<file path="src/rtl/instr_fetch.sv">
// Fetch/issue stage: program memory, PC stepping, operand decode,
// valid/ready issue, branch redirect and halt on HLT.
module instr_fetch #(
  parameter  int BUSW   = 12,
  parameter  int IWORDS = 16,
  localparam int PCW    = $clog2(IWORDS)
) (
  input  logic            clk,
  input  logic            rst_n,
  input  logic            start,
  input  logic            prog_we,
  input  logic [PCW-1:0]  prog_addr,
  input  logic [31:0]     prog_data,
  input  logic            br_taken,
  input  logic [BUSW-1:0] br_target,
  input  logic            issue_ready,
  output logic            issue_valid,
  output logic [3:0]      Opcode,
  output logic [BUSW-1:0] SrcOp,
  output logic [BUSW-1:0] DstOp,
  output logic            srcIsImm,
  output logic            dstIsReg,
  output logic [PCW-1:0]  pc,
  output logic            halted
);

  localparam logic [3:0] OP_BRA = 4'b0011;
  localparam logic [3:0] OP_HLT = 4'b1000;

  typedef enum logic [1:0] {
    IDLE,
    FETCH,
    ISSUE,
    HALTED
  } state_t;

  state_t state, state_n;

  logic [31:0]     mem [IWORDS];
  logic [31:0]     rd_word;
  logic            stopped;
  logic [PCW-1:0]  br_pc;
  logic [3:0]      dec_op;
  logic [BUSW-1:0] dec_src;
  logic [BUSW-1:0] dec_dst;
  logic            dec_imm;
  logic            dec_reg;
  logic            unused_br_hi;

  assign stopped      = (state == IDLE) || (state == HALTED);
  assign br_pc        = br_target[PCW-1:0];
  assign unused_br_hi = ^br_target[BUSW-1:PCW];
  assign rd_word      = mem[pc];

  // Program memory: loads only while the stage is stopped
  always_ff @(posedge clk) begin
    if (prog_we && stopped)
      mem[prog_addr] <= prog_data;
  end

  // Decode the word addressed by pc into the operand set
  always_comb begin
    dec_op  = rd_word[31:28];
    dec_dst = BUSW'(rd_word[11:0]);
    dec_src = BUSW'(rd_word[23:12]);
    dec_imm = rd_word[27];
    dec_reg = ~rd_word[26];
    unique case (1'b1)
      (dec_op == OP_BRA): begin
        dec_src = BUSW'(rd_word[26:24]);
        dec_imm = 1'b0;
        dec_reg = 1'b1;
      end
      default: ;
    endcase
  end

  // State register
  always_ff @(posedge clk or negedge rst_n) begin
    if (!rst_n) state <= IDLE;
    else        state <= state_n;
  end

  // Next-state: redirect beats accept, accept of HLT halts
  always_comb begin
    state_n = state;
    unique case (state)
      IDLE, HALTED: begin
        if (start) state_n = FETCH;
      end
      FETCH: begin
        state_n = br_taken ? FETCH : ISSUE;
      end
      ISSUE: begin
        if (br_taken)
          state_n = FETCH;
        else if (issue_ready)
          state_n = (Opcode == OP_HLT) ? HALTED : FETCH;
      end
      default: state_n = IDLE;
    endcase
  end

  // PC, issue registers and halt flag
  always_ff @(posedge clk or negedge rst_n) begin
    if (!rst_n) begin
      pc          <= '0;
      issue_valid <= 1'b0;
      Opcode      <= 4'b0000;
      SrcOp       <= '0;
      DstOp       <= '0;
      srcIsImm    <= 1'b0;
      dstIsReg    <= 1'b0;
      halted      <= 1'b0;
    end else begin
      unique case (state)
        IDLE, HALTED: begin
          if (start) begin
            pc     <= '0;
            halted <= 1'b0;
          end
        end
        FETCH: begin
          if (br_taken) begin
            pc <= br_pc;
          end else begin
            issue_valid <= 1'b1;
            Opcode      <= dec_op;
            SrcOp       <= dec_src;
            DstOp       <= dec_dst;
            srcIsImm    <= dec_imm;
            dstIsReg    <= dec_reg;
          end
        end
        ISSUE: begin
          if (br_taken) begin
            pc          <= br_pc;
            issue_valid <= 1'b0;
          end else if (issue_ready) begin
            issue_valid <= 1'b0;
            if (Opcode == OP_HLT) halted <= 1'b1;
            else                  pc     <= pc + PCW'(1);
          end
        end
        default: ;
      endcase
    end
  end

endmodule

</file>
<file path="config.mk">
export PLATFORM = sky130hd
export DESIGN_NAME = instr_fetch
export DESIGN_NICKNAME = d
export VERILOG_FILES = /design/src/rtl/instr_fetch.sv
export SDC_FILE = /design/constraint.sdc
export NUM_CORES = 1
export LEC_CHECK = 0
export ABC_AREA = 1
export CORE_MARGIN = 4
export CORE_UTILIZATION = 40
export CTS_CLUSTER_SIZE = 28
export DETAILED_ROUTE_END_ITERATION = 7
export MAX_ROUTING_LAYER = met4
export PLACE_DENSITY = 0.6
export SLEW_MARGIN = 20
export SYNTH_ARGS = -nofsm -noshare
export SYNTH_HDL_FRONTEND = slang
export SYNTH_SLANG_ARGS = --single-unit
</file>
<file path="constraint.sdc">
create_clock -name clk -period 8.1 [get_ports clk]
set_input_delay 0.81 -clock clk [delete_from_list [all_inputs] [get_ports clk]]
set_output_delay 0.81 -clock clk [all_outputs]
set_load 0.05 [all_outputs]
</file>
Word level (Yosys, flattened, before mapping)
Memories as Yosys holds them, arrays and structs flattened.
Cells that the tools add are included.
Storage, ports and cells
  register bits after elaboration: 38
  bits in latches: 0
  bits in writable memories: 512
  memory bits (read-only): 0
  input port bits: 54
  output and inout bits: 36
  word-level logic and storage cells: 63
  memories kept: 1
Operators by class
  add/subtract/negate cells: 1
  $mul: 0
  div/mod/pow operators: 0
  order comparisons: 0
  eq/ne operators: 13
  shifts and indexed selects: 0
  multiplexer cells: 26
  bitwise logic cells: 2
  reduce and logical (&&, ||, !) cells: 11
Memory list
  mem: depth 16, width 32, rd ports 1, clocked after memory_dff 0, write ports 1, line 39  | logic [31:0] mem [IWORDS];
Operators with widths (number)
  two-way mux 4 bit: 5
  two-way mux 12 bit: 1
  != test 2 bit, second input constant: 6
  case mux 4 bit (3 select lines): 1
  two-way mux 1 bit: 11
  two-way mux 2 bit: 5
  != test 3 bit, second input constant: 2
  case mux 2 bit (3 select lines): 1
  AND reduction 5 bit: 1
  adder 4 x 1 -> 4 bit, second input constant: 1
  == test 2 bit, second input constant: 2
  == test 4 x 2 -> 1 bit, second input constant: 1
  == test 4 bit, second input constant: 1
  case mux 1 bit (2 select lines): 2
  AND reduction 2 bit: 2
  AND reduction 4 bit: 1
  nonzero test 2 bit: 2
  AND reduction 3 bit: 1
  == test 2 x 1 -> 1 bit, second input constant: 1
  logical NOT 2 bit: 1
  NOT 1 bit: 2
  OR reduction 2 bit: 1
  logical AND 1 bit: 1
  logical OR 1 bit: 1

Logic depth before layout (Yosys ltp)
Gate-level depths: netlist of run 1.
  depth in word-level cells: 5
  mapped depth: 15
  gate-level depth less buffers: 13

Worst setup path before layout of run 1
Ideal clock, no wire load.
  path type: input to register
  from: input prog_we
  to: memory mem[4][0], enable pin
  library setup time: 0.421 ns
  arrival time: 2.442 ns
  setup slack: 5.237 ns
  stages: 4
  buffers on the path: 0
  path through: nand2_1 -> inv_1 -> nand3b_1 -> nor2_1
On the way
  cells in the longest elaborated chain, start to end: 3
RTL lines
  start: declaration: line 11  | input logic prog_we,
  logical AND 1 bit: line 57  | if (prog_we && stopped)
  two-way mux 1 bit: line 57
  two-way mux 1 bit (implied by the code): line 58  | mem[prog_addr] <= prog_data;
  end: declaration: line 39
Every way passes these cells.

Worst setup path after layout of run 1
  from: register pc[0]
  to: register SrcOp[0]
On the way
  cells in the longest elaborated chain, start to end: 3
RTL lines
  start: declaration: line 23  | output logic [PCW-1:0] pc,
  start signal: assignment: line 125  | pc <= br_pc;
  start signal: assignment: line 137  | pc <= br_pc;
  start signal: assignment: line 142  | else pc <= pc + PCW'(1);
  memory (16 x 32 bit) *
  == test 4 x 2 -> 1 bit: line 69  | (dec_op == OP_BRA): begin
  two-way mux 12 bit *: line 68  | unique case (1'b1)
  end signal: assignment: line 129  | SrcOp <= dec_src;
  end: declaration: line 19  | output logic [BUSW-1:0] SrcOp,
Mark *: on every way between the ends. The rest lies on a longest branch, timed or not.
A chain may end at the register's enable or synchronous reset.

==> results of run 1 <==
[stage by stage]
| step | setup WS, ns | instances |
|---|---|---|
| final | 4.219 | 2570 |
| after global routing | 3.879 | 2570 |
| after CTS | 4.262 | 2567 |
| after detailed placement | 4.270 | 2461 |
| after global placement | 4.259 | 2461 |
| after floorplan | 5.237 | 1762 |
[flip-flops by register name, summed over array words and instances (netlist names), 2 cells and up]
register and flops:
SrcOp 12, state 2, DstOp 12, pc 4, mem 512, Opcode 4
[cells in the final DEF, fill, tap and decap left out, drive strengths merged, types with 2 or more instances in the layout]
| cell type | instances |
|---|---|
| o21ai | 153 |
| buf | 31 |
| clkinv | 29 |
| ha | 3 |
| edfxtp | 512 |
| or2 | 5 |
| a22oi | 19 |
| clkbuf | 70 |
| inv | 81 |
| nand4 | 9 |
| diode | 3 |
| o211ai | 13 |
| nor2 | 182 |
| a21oi | 63 |
| clkdlybuf4s50 | 80 |
| o22ai | 51 |
| nand2 | 346 |
| bufinv | 3 |
| nand3 | 149 |
| a21o | 10 |
| clkinvlp | 2 |
| dfrtp | 38 |
| o221ai | 16 |
[worst max-delay path, delay by kind of cell (launching register included)]
family,cells,cell delay [ns]
compound gates,2,0.40
buf+inv,3,1.39
flops,1,0.69
simple gates,6,1.16
[final cells by class]
| type | count | area, um^2 |
|---|---|---|
| antenna | 3 | 7.507 |
| clock buffer | 70 | 1515 |
| clock inverter | 36 | 251.5 |
| fill | 4735 | 28900 |
| inverter | 79 | 304.0 |
| multi-input combinational | 1025 | 4918 |
| sequential | 550 | 16340 |
| tap | 696 | 870.8 |
| timing repair buffer | 111 | 1031 |
[per-layer routing]
layer	global-route usage [%]	up-vias
met5	-	-
met4	5.755	0
met1	27.44	7014
met3	3.521	97
li1	-	6451
met2	28.78	524
[power groups by stage]
| stage | combinational (mW) | clock (mW) | sequential (mW) |
|---|---|---|---|
| 2_1_floorplan | 1.52 | 0 | 3.68 |
| 4_1_cts | 2.48 | 2.52 | 3.44 |
| 3_5_place_dp | 2.47 | 0 | 3.50 |
| 5_1_grt | 2.72 | 2.64 | 3.46 |
| 3_3_place_gp | 2.45 | 0 | 3.50 |
| 6_report | 2.48 | 2.48 | 3.45 |
[how the worst max path moves through the flow]
| stage | from | endpoint | slack (ns) | depth (start not counted) |
|---|---|---|---|---|
| 3_3_place_gp | pc[0] | SrcOp[0] | 4.26 | 11 |
| 6_report | pc[0] | SrcOp[0] | 4.22 | 11 |
| 4_1_cts | pc[0] | SrcOp[0] | 4.26 | 11 |
| 5_1_grt | pc[0] | SrcOp[0] | 3.88 | 11 |
| 2_1_floorplan | prog_we | mem[4][0] | 5.24 | 4 |
| 3_5_place_dp | pc[0] | SrcOp[0] | 4.27 | 11 |
[logic make-up (layout without fill, tap and decap cells)]
kind of cell	count (synthesis)	after routing	share of synthesized area, %
other	0	3	0
AND/OR/NAND/NOR	693	693	13.01
flip-flops	550	550	74.08
adder cells (fa/ha/maj)	3	3	0.1703
AO/OA/AOI/OAI	329	329	8.584
buffers and inverters	187	296	4.161
==> impl_metrics.py, run 1 <==
metrics = {
    "clocking": {
        "tritoncts": "yes",
        "clockBufferDepth": 3,
        "insertion_delay_ns": 0.61,
        "cts_hold_buffers": 0,
        "cts_buffers": 56,
        "post_cts_buffers": 0,
        "cts_resized": 0,
        "path_clk_slew_ns": 0.06,
        "clock_sinks": 550,
        "root_buffer": "clkbuf_16",
        "h-tree-depth": 2,
    },
    "sta": {
        "fin_crit_ns": 3.881,
        "final.setup.tns_ns": 0,
        "period_share_pct": 47.92,
        "max_freq_mhz": 257.7,
        "setup_violations": 0,
        "slew_headroom_pct": 26.13,
        "worst_slew_pin_slew_ns": 1.108,
        "drv_slew": 0,
        "finalHoldViolations": 0,
        "hold_slack_ns": 0.3168,
        "rsz0062_at_grt": "no",
        "clock_skew_ns": 0.02470,
    },
    "floorplan": {
        "core-area_mm2": 0.05413,
        "die_w_um": 242.7,
        "die-area_mm2": 0.05892,
        "start_util_pct": 40.71,
        "die_h_um": 242.7,
        "rows": 85,
        "io_pins": 90,
    },
    "global_routing": {
        "grt_max_degree": 93,
        "overflow": 0,
        "grt_pass1_vias": 13430,
        "antenna_found_initial": 3,
        "grt_pass1_wl_um": 84790,
        "grt_use_total_pct": 19.36,
    },
    "worst_setup_path": {
        "arrival_ns": 4.37,
        "reg2regPathDepth": 11,
        "cp_max_fo": 92,
        "path_cells": "inv_6 -> buf_4 -> nand2_2 -> o21ai_0 -> inv_1 -> o211ai_1 -> nand3_1 -> nand2_1 -> nand3_1 -> nand3_1 -> nand2_1",
        "required_ns": 8.59,
        "reg2reg_slack_ns": 4.22,
        "max_stage_delay_ns": 0.83,
        "startpoint_type": "flop",
        "cp_slowest_cell": "buf_4",
        "r2r_start": "pc[0]",
        "cp_common_cell": "nand3_1",
        "critical_path_class": "flop to flop",
        "r2r_end": "SrcOp[0]",
        "endpoint_kind": "flop",
    },
    "final_layout": {
        "drive_gt1_share_pct": 8.017,
        "fin_nets": 1880,
        "utilization_pct": 46.62,
        "areaGrowthSynthToFinish_pct": 14.50,
        "design_area_mm2": 0.02523,
    },
    "power_and_ir_drop": {
        "finalPower_mw": 8.408,
        "cellPowerDensity_mw_per_mm2": 333.2,
        "p_int_mw": 5.423,
        "leakagePower_nw": 8.868,
        "netSwitchingPower_mw": 2.985,
        "power_frac_clock_pct": 29.5,
        "sequentialPowerShare_pct": 41.0,
        "swShare_pct": 35.51,
        "ir_worst_vdd_mv": 0.2234,
        "power.share.combinational_pct": 29.5,
    },
    "placement": {
        "hpwl_um": 28390,
        "port_buffers": 81,
        "gp_congestion": 0.7687,
        "place_area_mm2": 0.02346,
    },
    "detailed_routing": {
        "route.detailed.drc": 0,
        "wl_per_cell_um": 22.12,
        "routed_wirelength_um": 56850,
        "dr.pass1.iters": 5,
        "viasPerCell": 5.481,
        "postRouteAntennaNets": 0,
        "routed.top_layer": "met4",
        "met3_length_um": 4299,
        "wl_met2_um": 25460,
        "drt_iter0_markers": 1371,
        "wl_met1_um": 25640,
        "vias": 14090,
    },
    "synthesis": {
        "post-synth-top-area-fraction_pct": 69.76,
        "yosys.area.top_type": "edfxtp_1",
        "synthTopCellsByCount": "512 x edfxtp_1, 341 x nand2_1, 178 x nor2_1",
        "synth_cell_types": 38,
        "syn_nets": 1819,
        "netlist_top_cells_area": "edfxtp_1 70%, nand2_1 5.8%, dfrtp_1 4.3%",
        "synthFlopType": "edfxtp_1",
        "yosysWarnings": 0,
        "synth_edf_count": 512,
        "syn_inst": 1762,
        "syn_area_per_cell_um2": 12.51,
        "synth.most_common_cell": "edfxtp_1",
        "ys_seq_area_share_pct": 74.08,
        "synth-async-reset-ratio_pct": 6.909,
        "netlist_area_mm2": 0.02204,
        "ys_ff_latch": 550,
    },
    "hold_path": {
        "hold_class": "input port to async pin",
    },
    "run": {
        "maxCapViolCount": 0,
    },
    "status": {
        "status": "finished, final reports clean",
    },
}
(Power assumes the default switching activity.)
==> inputs of run 2 (changes only) <==
==> constraint.sdc (replaced) <==
create_clock -name clk -period 3.9 [get_ports clk]
set_input_delay 0.39 -clock clk [delete_from_list [all_inputs] [get_ports clk]]
set_output_delay 0.39 -clock clk [all_outputs]
set_load 0.05 [all_outputs]
==> run 2 against run 1 <==
  * First-iteration DRC count is 7.1% lower
  * Non-clock buffer count grew 5
  * Sequential power up 110%
  * Sequential cell count unchanged
  * Critical endpoint is now pc[3]
  * Critical path depth is 9 lower
==> impl_metrics.py, run 2 (same netlist as run 1, synthesis figures left out) <==
metrics = {
    "clocking": {
        "cts_resized": 0,
        "insertion_delay_ns": 0.61,
        "cts_hold_buffers": 1,
        "post_cts_buffers": 0,
        "clock_sinks": 550,
        "clockBufferDepth": 3,
        "cts_buffers": 57,
        "path_clk_slew_ns": 0.06,
        "tritoncts": "yes",
        "root_buffer": "clkbuf_16",
        "h-tree-depth": 2,
    },
    "detailed_routing": {
        "drt_iter0_markers": 1274,
        "viasPerCell": 5.473,
        "postRouteAntennaNets": 0,
        "routed_wirelength_um": 57610,
        "wl_per_cell_um": 22.38,
        "dr.pass1.iters": 5,
        "vias": 14090,
        "route.detailed.drc": 0,
    },
    "final_layout": {
        "fin_cells": 2574,
        "design_area_mm2": 0.02536,
        "fillers": 4768,
        "top_register": "mem",
        "reg_top3": "mem (512), DstOp (12), SrcOp (12)",
        "layout_commonest_cell": "edfxtp_1",
        "areaGrowthSynthToFinish_pct": 15.07,
        "multi_input_area_mm2": 0.004918,
        "regArea_mm2": 0.01634,
        "drive_gt1_share_pct": 7.889,
        "fin_nets": 1886,
        "mostFrequentLayoutCells": "512 x edfxtp_1, 341 x nand2_1, 161 x nor2_1",
        "largest_reg_flops": 512,
    },
    "worst_setup_path": {
        "critical_path_class": "flop to output port",
        "reg2regPathDepth": 8,
        "reg2reg_slack_ns": 1.00,
        "r2r_start": "pc[1]",
        "cp_max_fo": 28,
        "endpoint_kind": "output port",
        "arrival_ns": 2.95,
        "r2r_end": "DstOp[8]",
        "startpoint_type": "flop",
        "required_ns": 3.51,
    },
    "sta": {
        "period_share_pct": 85.66,
        "max_freq_mhz": 299.3,
        "rsz0062_at_grt": "no",
        "setup_violations": 0,
        "final.setup.tns_ns": 0,
        "finalHoldViolations": 0,
        "slew_headroom_pct": 34.39,
        "clock_skew_ns": 0.01714,
        "drv_slew": 0,
        "fin_crit_ns": 3.341,
        "worst_slew_pin_slew_ns": 0.9841,
    },
    "power_and_ir_drop": {
        "finalPower_mw": 17.42,
        "ir_worst_vdd_mv": 0.3702,
        "leakagePower_nw": 8.908,
        "cellPowerDensity_mw_per_mm2": 687.1,
    },
    "floorplan": {
        "rows": 85,
        "die-area_mm2": 0.05892,
        "die_w_um": 242.7,
        "die_h_um": 242.7,
        "io_pins": 90,
        "start_util_pct": 40.71,
        "core-area_mm2": 0.05413,
    },
    "placement": {
        "place_area_mm2": 0.02363,
        "port_buffers": 81,
        "gp_congestion": 0.7718,
        "post-place-cells": 2465,
        "hpwl_um": 29090,
    },
    "global_routing": {
        "grt_max_degree": 139,
        "grt_use_total_pct": 19.66,
        "grt_pass1_wl_um": 85910,
        "overflow": 0,
        "grt_pass1_vias": 13830,
        "antenna_found_initial": 3,
    },
    "run": {
        "maxCapViolCount": 0,
    },
    "status": {
        "status": "finished, final reports clean",
    },
    "hold_path": {
        "hold_class": "input port to async pin",
    },
}
[run 2: layout make-up]
cell class | count | area share [%]
Antenna cell | 2 | 0.01973
Clock buffer | 79 | 6.187
Clock inverter | 27 | 0.5871
Inverter | 79 | 1.199
Multi-Input combinational cell | 1025 | 19.39
Sequential cell | 550 | 64.41
Tap cell | 696 | 3.434
Timing Repair Buffer | 116 | 4.766
[run 2: critical path, cell delays in order, from the launching register on]
cell and delay, ns:
dfrtp_2 1.01, buf_4 0.44, clkdlybuf4s50_1 0.88
[run 2: through the flow]
| step | setup slack (ns) | hold WS, ns | utilization [%] |
|---|---|---|---|
| after floorplan | 1.141 | 0.09441 | - |
| after global placement | 1.052 | 0.3561 | 43.65 |
| after detailed placement | 1.068 | 0.3618 | 43.65 |
| after CTS | 0.5424 | 0.2314 | 46.84 |
| after global routing | 0.5204 | 0.2730 | 46.85 |
| final | 0.5591 | 0.2496 | 46.85 |
[run 2: power breakdown]
part	internal [mW]	leakage [nW]	total [mW]	switching [mW]
combinational	1.57	2.99	5.20	3.64
sequential	6.79	5.08	7.19	0.400
clock	2.85	0.846	5.03	2.18
[run 2: per-layer routing]
layer	track usage, %	wire length [um]	share of wire, %
met1	26.67	25030	43
met5	-	0	0
met2	30.31	26590	46
met4	6.230	1562	2.7
met3	3.708	4429	7.7
[run 2: worst max path at each step]
stage / startpoint / end / slack (ns) / cells past startpoint
2_1_floorplan: state[1] / mem[4][0] / 1.14 / 5
4_1_cts: pc[3] / pc[3] / 0.54 / 2
3_3_place_gp: pc[1] / SrcOp[6] / 1.05 / 10
3_5_place_dp: pc[1] / SrcOp[6] / 1.07 / 10
5_1_grt: pc[3] / pc[3] / 0.52 / 2
6_report: pc[3] / pc[3] / 0.56 / 2
